**src/rtl/jogo_memoria_generico.sv**
```systemverilog
// rtl/jogo_memoria_generico.sv - parametrised memory game core: LFSR sequence, LED playback, press checking
module jogo_memoria_generico #(
   parameter int          N_BOTOES    = 4,
   parameter int          MAX_SEQ     = 16,
   parameter int          LED_CICLOS  = 1000,
   parameter int          TIMEOUT_CIC = 5000,
   parameter logic [15:0] SEMENTE     = 16'hACE1,
   localparam int         W           = (N_BOTOES > 2) ? $clog2(N_BOTOES) : 1
) (
   input  logic                clock,
   input  logic                reset,
   input  logic                jogar,
   input  logic [1:0]          nivel,
   input  logic [N_BOTOES-1:0] botoes,
   output logic [N_BOTOES-1:0] leds,
   output logic                pronto,
   output logic                ganhou,
   output logic                perdeu,
   output logic                timeout,
   output logic [5:0]          db_pontos,
   output logic [W-1:0]        db_memoria,
   output logic [4:0]          db_sequencia,
   output logic [3:0]          db_estado
);

   localparam int T_MAX = (LED_CICLOS > TIMEOUT_CIC) ? LED_CICLOS : TIMEOUT_CIC;
   localparam int TW    = (T_MAX > 1) ? $clog2(T_MAX) : 1;
   localparam int AW    = (MAX_SEQ > 1) ? $clog2(MAX_SEQ) : 1;

   typedef enum logic [3:0] {
      INICIAL = 4'h0,
      GERA    = 4'h1,
      MOSTRA  = 4'h2,
      APAGA   = 4'h3,
      ESPERA  = 4'h4,
      COMPARA = 4'h5,
      PROX    = 4'h6,
      NOVA    = 4'h7,
      ACERTOU = 4'hA,
      ERROU   = 4'hE,
      ESGOTOU = 4'hD
   } estado_t;

   estado_t             estado;
   logic [W-1:0]        mem [MAX_SEQ];
   logic [4:0]          addr;
   logic [4:0]          seq;
   logic [4:0]          lim;
   logic [TW-1:0]       timer;
   logic [15:0]         lfsr;
   logic                fb;
   logic [W-1:0]        lfsr_mod;
   logic [N_BOTOES-1:0] latched;
   logic                prev_any;
   logic                press;
   logic [AW-1:0]       addr_inc;
   logic [W-1:0]        mem_val;

   function automatic logic [N_BOTOES-1:0] onehot(input logic [W-1:0] idx);
      logic [N_BOTOES-1:0] one;
      one = {{(N_BOTOES-1){1'b0}}, 1'b1};
      return one << idx;
   endfunction

   // x^16 + x^14 + x^13 + x^11 + 1 feedback; the stored step is the state reduced mod N_BOTOES
   assign fb       = lfsr[15] ^ lfsr[13] ^ lfsr[12] ^ lfsr[10];
   assign lfsr_mod = W'(lfsr % 16'(N_BOTOES));

   // A press is the first cycle the OR of all buttons is high, so held buttons never re-trigger
   assign press    = (|botoes) & ~prev_any;
   assign addr_inc = addr[AW-1:0] + AW'(1);
   assign mem_val  = mem[addr[AW-1:0]];

   assign db_memoria   = mem_val;
   assign db_sequencia = seq;
   assign db_estado    = estado;

   // Sequence storage, filled one step per cycle while generating
   always_ff @(posedge clock) begin
      if (!reset && estado == GERA)
         mem[addr[AW-1:0]] <= lfsr_mod;
   end

   // Game FSM with registered LED and result outputs
   always_ff @(posedge clock) begin
      if (reset) begin
         estado    <= INICIAL;
         leds      <= '0;
         pronto    <= 1'b0;
         ganhou    <= 1'b0;
         perdeu    <= 1'b0;
         timeout   <= 1'b0;
         db_pontos <= '0;
         addr      <= '0;
         seq       <= '0;
         lim       <= '0;
         timer     <= '0;
         lfsr      <= SEMENTE;
         latched   <= '0;
         prev_any  <= 1'b0;
      end else begin
         prev_any <= |botoes;
         case (estado)
            INICIAL, ACERTOU, ERROU, ESGOTOU: begin
               if (jogar) begin
                  case (nivel)
                     2'd0:    lim <= 5'(MAX_SEQ / 4 - 1);
                     2'd1:    lim <= 5'(MAX_SEQ / 2 - 1);
                     default: lim <= 5'(MAX_SEQ - 1);
                  endcase
                  db_pontos <= '0;
                  pronto    <= 1'b0;
                  ganhou    <= 1'b0;
                  perdeu    <= 1'b0;
                  timeout   <= 1'b0;
                  leds      <= '0;
                  lfsr      <= SEMENTE;
                  addr      <= '0;
                  seq       <= '0;
                  timer     <= '0;
                  estado    <= GERA;
               end
            end
            GERA: begin
               lfsr <= {lfsr[14:0], fb};
               if (addr == 5'(MAX_SEQ - 1)) begin
                  addr   <= '0;
                  seq    <= '0;
                  timer  <= '0;
                  leds   <= onehot(mem[0]);
                  estado <= MOSTRA;
               end else begin
                  addr <= addr + 5'd1;
               end
            end
            MOSTRA: begin
               if (timer == TW'(LED_CICLOS - 1)) begin
                  timer  <= '0;
                  leds   <= '0;
                  estado <= APAGA;
               end else begin
                  timer <= timer + TW'(1);
               end
            end
            APAGA: begin
               if (timer == TW'(LED_CICLOS - 1)) begin
                  timer <= '0;
                  if (addr < seq) begin
                     addr   <= addr + 5'd1;
                     leds   <= onehot(mem[addr_inc]);
                     estado <= MOSTRA;
                  end else begin
                     addr   <= '0;
                     estado <= ESPERA;
                  end
               end else begin
                  timer <= timer + TW'(1);
               end
            end
            ESPERA: begin
               // a press in the last allowed cycle still counts
               if (press) begin
                  latched <= botoes;
                  leds    <= botoes;
                  timer   <= '0;
                  estado  <= COMPARA;
               end else if (timer == TW'(TIMEOUT_CIC - 1)) begin
                  timer   <= '0;
                  timeout <= 1'b1;
                  pronto  <= 1'b1;
                  estado  <= ESGOTOU;
               end else begin
                  timer <= timer + TW'(1);
               end
            end
            COMPARA: begin
               // equality with the expected one-hot pattern also rejects multiple buttons
               if (latched == onehot(mem_val)) begin
                  estado <= PROX;
               end else begin
                  leds   <= '0;
                  perdeu <= 1'b1;
                  pronto <= 1'b1;
                  estado <= ERROU;
               end
            end
            PROX: begin
               leds <= '0;
               if (addr < seq) begin
                  addr   <= addr + 5'd1;
                  estado <= ESPERA;
               end else begin
                  db_pontos <= db_pontos + 6'd1;
                  if (seq == lim) begin
                     ganhou <= 1'b1;
                     pronto <= 1'b1;
                     estado <= ACERTOU;
                  end else begin
                     estado <= NOVA;
                  end
               end
            end
            NOVA: begin
               seq    <= seq + 5'd1;
               addr   <= '0;
               timer  <= '0;
               leds   <= onehot(mem[0]);
               estado <= MOSTRA;
            end
            default: estado <= INICIAL;
         endcase
      end
   end

endmodule

```
**config.mk**
```make
export PLATFORM = sky130hd
export DESIGN_NAME = jogo_memoria_generico
export DESIGN_NICKNAME = d
export VERILOG_FILES = /design/src/rtl/jogo_memoria_generico.sv
export SDC_FILE = /design/constraint.sdc
export NUM_CORES = 1
export LEC_CHECK = 0
export CORE_ASPECT_RATIO = 0.7
export CORE_MARGIN = 3
export CORE_UTILIZATION = 30
export CTS_CLUSTER_DIAMETER = 50
export CTS_CLUSTER_SIZE = 40
export DETAILED_ROUTE_END_ITERATION = 8
export GPL_TIMING_DRIVEN = 1
export SLEW_MARGIN = 20
export SYNTH_ARGS = -nofsm -noshare
export SYNTH_HDL_FRONTEND = slang
export SYNTH_SLANG_ARGS = --single-unit
```
**constraint.sdc**
```tcl
create_clock -name clock -period 2.6 [get_ports clock]
set_clock_uncertainty 0.05 [all_clocks]
set_input_delay 0.52 -clock clock [delete_from_list [all_inputs] [get_ports clock]]
set_output_delay 0.52 -clock clock [all_outputs]
set_load 0.02 [all_outputs]
```
==> results.sh, run 1 <==
export IMPL_netlist_area_mm2=0.00510
export IMPL_ys_seq_area_frac=0.459
export IMPL_power_share_sequential=0.377
export IMPL_p_sw_mw=1.79
export IMPL_cts_made_buffers=9
export IMPL_yosys_cell_types_count=61
export IMPL_pre_cts_ws_ps=-198
export IMPL_drv_cap=0
export IMPL_grt_pass1_wl_um=22900
export IMPL_mostFrequentLayoutCells="buf_4 (78), nor2_1 (75), dfxtp_1 (62)"
export IMPL_num_io_pins=34
export IMPL_gp_congestion=0.962
export IMPL_cellPowerDensity_mw_per_mm2=784
export IMPL_max_slew_margin=0.588
export IMPL_routed_wl_um=14300
export IMPL_synth_area_leader_cell="dfxtp_1"
export IMPL_drive_above_1_share=0.206
export IMPL_rsz0062_at_grt="true"
export IMPL_num_rows=39
export IMPL_grt_pass1_vias=4435
export IMPL_synth_flop_cell="dfxtp_1"
export IMPL_netSwitchingFraction=0.344
export IMPL_vias_per_cell=5.27
export IMPL_path_class="flop to flop"
export IMPL_cp_arrival_ps=2780
export IMPL_ys_ff_latch=101
export IMPL_antenna_found_initial=0
export IMPL_cts_path_max_buffers=2
export IMPL_synth_area_leaders="dfxtp_1 (27%), edfxtp_1 (19%), nor2_1 (5.6%), nand2_1 (4.4%), a21oi_1 (3.9%)"
export IMPL_post_dp_hpwl_um=10800
export IMPL_power_leakage_nw=2.38
export IMPL_synth_edf_count=32
export IMPL_fin_util=0.403
export IMPL_port_buffers=33
export IMPL_finalSetupViolations=1
export IMPL_antenna_left=0
export IMPL_die_h_um=115
export IMPL_fmax_ghz=0.382
export IMPL_fin_crit_sh=1.01
export IMPL_coreArea_mm2=0.0165
export IMPL_totalNegativeSetupSlack_ps=-18.9
export IMPL_vias=4646
export IMPL_drv_slew=0
export IMPL_clk_latency_ps=350
export IMPL_total_power_mw=5.21
export IMPL_initial_core_util=0.310
export IMPL_layout_nets=673
export IMPL_violations="negative setup slack"
export IMPL_postCtsHoldBufs=0
export IMPL_endpoint_kind="flop"
export IMPL_fp_dieArea_mm2=0.0186
export IMPL_drc=0
export IMPL_hp_class="flop to flop"
export IMPL_root_buffer="clkbuf_16"
export IMPL_n_antenna_cell=0
export IMPL_p_int_mw=3.42
export IMPL_synth_top_cell_area_share=0.271
export IMPL_startpoint_type="flop"
export IMPL_crit_fanout=4
export IMPL_cts_sink_count=101
export IMPL_yosysWarningCount=0
export IMPL_htree_levels=3
export IMPL_grtUsageTotal=0.153
export IMPL_netlist_instances=547
export IMPL_fp_dieW_um=162
export IMPL_p_comb_frac=0.363
export IMPL_finalHoldViolations=0
export IMPL_wl_per_cell_um=16.2
export IMPL_overflow=0
export IMPL_final_common_cell="buf_4"
export IMPL_synth_nets=569
export IMPL_tritoncts="done"
export IMPL_worst_pin_slew_ps=617
export IMPL_crit_required_ps=2760
export IMPL_async_reset_ff_frac=0
export IMPL_drtPass1Iterations=6
export IMPL_syn2layout_area_growth_pct=30.3
export IMPL_peakVddDrop_mv=0.339
export IMPL_fin_ws_ps=-18.9
export IMPL_period_minus_slack_ps=2620
export IMPL_status="finished, violations left"
export IMPL_drtIter0Drc=497
export IMPL_grt_max_degree=29
export IMPL_p_clk_frac=0.260
export IMPL_avgSynthCellArea_um2=9.33
export IMPL_clk_pin_slew_worst_paths_ps=70
## worst max-delay path, stage by stage (launching register included)
cell and delay (ps):
dfxtp_2 370, mux4_1 560, mux2i_1 190, a21o_1 190, buf_4 130, and4_2 190
a31oi_1 60, a211o_1 370, buf_4 160, a21oi_2 150, a311oi_2 60
## path summary, 6_finish.rpt
kind / from / to / slack [ps] / depth (start not counted)
worst max-delay path: flop / leds[3]$_SDFFE_PP0P_ / -20 / 10
worst min register to register: pronto$_SDFFE_PP0P_ / pronto$_SDFFE_PP0P_ / 390 / 2
worst min-delay path: pronto$_SDFFE_PP0P_ / pronto$_SDFFE_PP0P_ / 390 / 2
worst max register to register: flop / leds[3]$_SDFFE_PP0P_ / -20 / 10
## synth_stat cells (13+ instances only)
library cell,count
inv_1,21
a21oi_1,40
o21ai_0,18
dfxtp_1,69
nor3_1,21
ha_1,13
clkbuf_1,16
nor2_1,76
nand3_1,15
xor2_1,13
mux2i_1,15
edfxtp_1,32
nand2_1,60
## layer usage
layer	global-route usage	part of all wire
met1	0.224	0.47
met4	0.0403	0.013
met3	0.0389	0.087
met5	0	0
met2	0.225	0.43
## sequential cells by signal, indices dropped and copies added (netlist names), named ones only
| register | count |
|---|---|
| addr | 5 |
| db_estado | 4 |
| db_pontos | 6 |
| db_sequencia | 5 |
| ganhou | 1 |
| latched | 4 |
| leds | 4 |
| lfsr | 16 |
| lim | 3 |
| mem | 32 |
| perdeu | 1 |
| prev_any | 1 |
| pronto | 1 |
| timeout | 1 |
| timer | 13 |
## metrics by stage
step                      hold WS, ps  area (µm²)  instances
final                             394        6650        881
after global routing              426        6650        881
after CTS                         398        6530        877
after detailed placement          389        6180        858
after global placement            387        6180        858
after floorplan                   382        5110        547
## layout make-up
cell class | count | area, µm²
fillers | 1611 | 9840
repair buffers | 112 | 926
clock inverters | 3 | 25.0
multi-input cells | 406 | 2710
inverters | 21 | 78.8
flip-flops and latches | 101 | 2350
clock buffers | 13 | 282
well taps | 225 | 282
## logic make-up (layout without fill, tap and decap cells)
logic type                 after synthesis  count (layout)  share of synthesized area
buffers and inverters                   40             149                     0.0311
DFF                                    101             101                      0.459
muxes                                   25              25                     0.0743
and+or+nand+nor                        225             225                      0.208
adders and majority gates               13              13                     0.0319
xor gates and xnor gates                25              25                     0.0444
AOI/OAI and AO/OA                      118             118                      0.152
## power groups by stage
| stage | Sequential [mW] | Clock (mW) | Combinational [mW] |
|---|---|---|---|
| 2_1_floorplan | 2.01 | 0 | 1.00 |
| 3_3_place_gp | 1.98 | 0 | 1.74 |
| 3_5_place_dp | 1.99 | 0 | 1.77 |
| 4_1_cts | 1.96 | 1.39 | 1.80 |
| 5_1_grt | 1.99 | 1.46 | 2.06 |
| 6_report | 1.96 | 1.36 | 1.89 |
## what timing repair did
item | in CTS | in global routing
gates resized for setup | 14 | 25
pin swaps | 5 | 10
setup endpoints to repair | 13 | 33
setup buffers | 3 | 4
No activity file was read; power rests on OpenSTA's default activity.
==> run 2, diff against run 1 <==
- CORE_UTILIZATION: 30 -> 43
- CTS_BUF_LIST: not set -> sky130_fd_sc_hd__clkbuf_8
==> results.sh, run 2 (synthesis results as in run 1) <==
export IMPL_status="finished, violations left"
export IMPL_violations="negative setup slack"
export IMPL_post_dp_hpwl_um=11100
export IMPL_grt_use_met3=0.0533
export IMPL_drtPass1Iterations=6
export IMPL_rr_worst_depth=9
export IMPL_mostFrequentLayoutCells="buf_4 (92), nor2_1 (75), dfxtp_1 (61)"
export IMPL_cp_common_cell="a211o_1"
export IMPL_initial_core_util=0.452
export IMPL_tritoncts="done"
export IMPL_cts_sink_count=101
export IMPL_grt_pass1_wl_um=23400
export IMPL_drtIter0Drc=365
export IMPL_fin_ws_ps=-16.0
export IMPL_holdPathStages=2
export IMPL_multi_input_area_mm2=0.00275
export IMPL_timing_rr_end="leds[0]$_SDFFE_PP0P_"
export IMPL_drv_cap=0
export IMPL_wl_per_cell_um=17.5
export IMPL_syn2layout_area_growth_pct=31.3
export IMPL_grt_util_met1=0.351
export IMPL_vias_per_cell=5.69
export IMPL_dp_cells=802
export IMPL_grt_max_degree=29
export IMPL_port_buffers=33
export IMPL_startpoint_type="flop"
export IMPL_antenna_found_initial=0
export IMPL_cp_slowest_cell="a2111o_1"
export IMPL_layout_nets=690
export IMPL_seqCellArea_mm2=0.00236
export IMPL_crit_chain="buf_12 -> mux2i_2 -> a22oi_2 -> nand3b_1 -> a211o_1 -> a2111o_1 -> a211o_1 -> and2_4 -> a311oi_1"
export IMPL_htree_levels=3
export IMPL_fp_dieW_um=136
export IMPL_clk_pin_slew_worst_paths_ps=110
export IMPL_routed_wl_um=14500
export IMPL_total_power_mw=5.18
export IMPL_crit_family="compound AO/OA/AOI/OAI gates"
export IMPL_final_common_cell="buf_4"
export IMPL_drive_above_1_share=0.250
export IMPL_fin_crit_sh=1.01
export IMPL_hold_path_endpoint="pronto$_SDFFE_PP0P_"
export IMPL_hp_class="flop to flop"
export IMPL_reg2reg_slack_ps=-20
export IMPL_gr_max_usage_layer="met1"
export IMPL_period_minus_slack_ps=2620
export IMPL_drv_slew=0
export IMPL_n_antenna_cell=0
export IMPL_cts_path_max_buffers=2
export IMPL_use_met2=0.306
export IMPL_finalSetupViolations=2
export IMPL_peakVddDrop_mv=0.385
export IMPL_finalHoldViolations=0
export IMPL_path_class="flop to flop"
export IMPL_coreArea_mm2=0.0113
export IMPL_num_rows=32
export IMPL_cp_arrival_ps=2850
export IMPL_fp_dieArea_mm2=0.0132
export IMPL_worst_pin_slew_ps=617
export IMPL_worst_path_buf_inv=1
export IMPL_antenna_left=0
export IMPL_rsz0062_at_grt="true"
export IMPL_crit_required_ps=2830
export IMPL_die_h_um=97.2
export IMPL_max_slew_margin=0.588
export IMPL_gp_congestion=0.914
export IMPL_vias=4699
export IMPL_power_leakage_nw=2.45
export IMPL_largest_reg_flops=32
export IMPL_hp_start="pronto$_SDFFE_PP0P_"
export IMPL_root_buffer="clkbuf_8"
export IMPL_num_io_pins=34
export IMPL_fmax_ghz=0.382
export IMPL_drc=0
export IMPL_grtUsageTotal=0.223
export IMPL_clk_latency_ps=380
export IMPL_overflow=0
export IMPL_endpoint_kind="flop"
export IMPL_layout_cells_non_filler=826
export IMPL_fillers=1009
export IMPL_grt_pass1_vias=4399
export IMPL_crit_path_max_incr_delay_ps=420
export IMPL_cellPowerDensity_mw_per_mm2=773
export IMPL_crit_fanout=10
export IMPL_cts_made_buffers=9
## run 2: per-layer routing
metal / wire length, µm / share of wire
met1: 7230 / 0.50
met2: 6060 / 0.42
met4: 149 / 0.010
met5: 0 / 0
met3: 1050 / 0.072
## run 2: worst max path at each step
stage	start	to	slack, ps	depth (start not counted)
after floorplan	flop	leds[0]$_SDFFE_PP0P_	50	9
after detailed placement	flop	leds[3]$_SDFFE_PP0P_	-210	10
after global placement	flop	leds[2]$_SDFFE_PP0P_	-200	10
after CTS	flop	leds[0]$_SDFFE_PP0P_	-40	9
after global routing	flop	leds[0]$_SDFFE_PP0P_	-140	9
final	flop	leds[0]$_SDFFE_PP0P_	-20	9
## run 2: final cells by class
cell class                 instances  share of cell area
multi-input combinational        406               0.410
sequential                       101               0.352
timing repair buffer             129               0.160
tap                              153              0.0286
clock inverter                     7              0.0192
clock buffer                       9              0.0185
inverter                          21              0.0118
## run 2: timing repair
action,CTS,global route
endpoints found under the setup margin,14,26
pin swaps,5,19
hold buffers,0,0
resized for setup,23,39
buffers inserted,2,6
## run 2: power breakdown
| group | switching [mW] | internal, mW | leakage [nW] |
|---|---|---|---|
| clock network | 0.621 | 0.576 | 0.124 |
| logic | 1.09 | 0.932 | 1.47 |
| registers | 0.157 | 1.81 | 0.848 |
| total | 1.87 | 3.32 | 2.45 |
## run 2: worst reg2reg max path: cells and delay by family (launching register included)
family | cells | cell delay (ps)
AO/OA/AOI/OAI | 5 | 1480
buffers and inverters | 1 | 150
flip-flops | 1 | 390
multiplexers | 1 | 160
AND/OR/NAND/NOR | 2 | 300
## run 2: metrics by stage
stage                util  area [µm²]  hold WS [ps]  TNS [ps]  worst slack [ps]
global route        0.594        6700           436      -777              -136
detailed placement  0.551        6220           395     -1210              -215
global placement    0.551        6220           392     -1070              -204
CTS                 0.577        6520           410     -77.4             -35.7
finish              0.594        6700           405     -21.1             -16.0
floorplan               -        5110           382         0              53.0
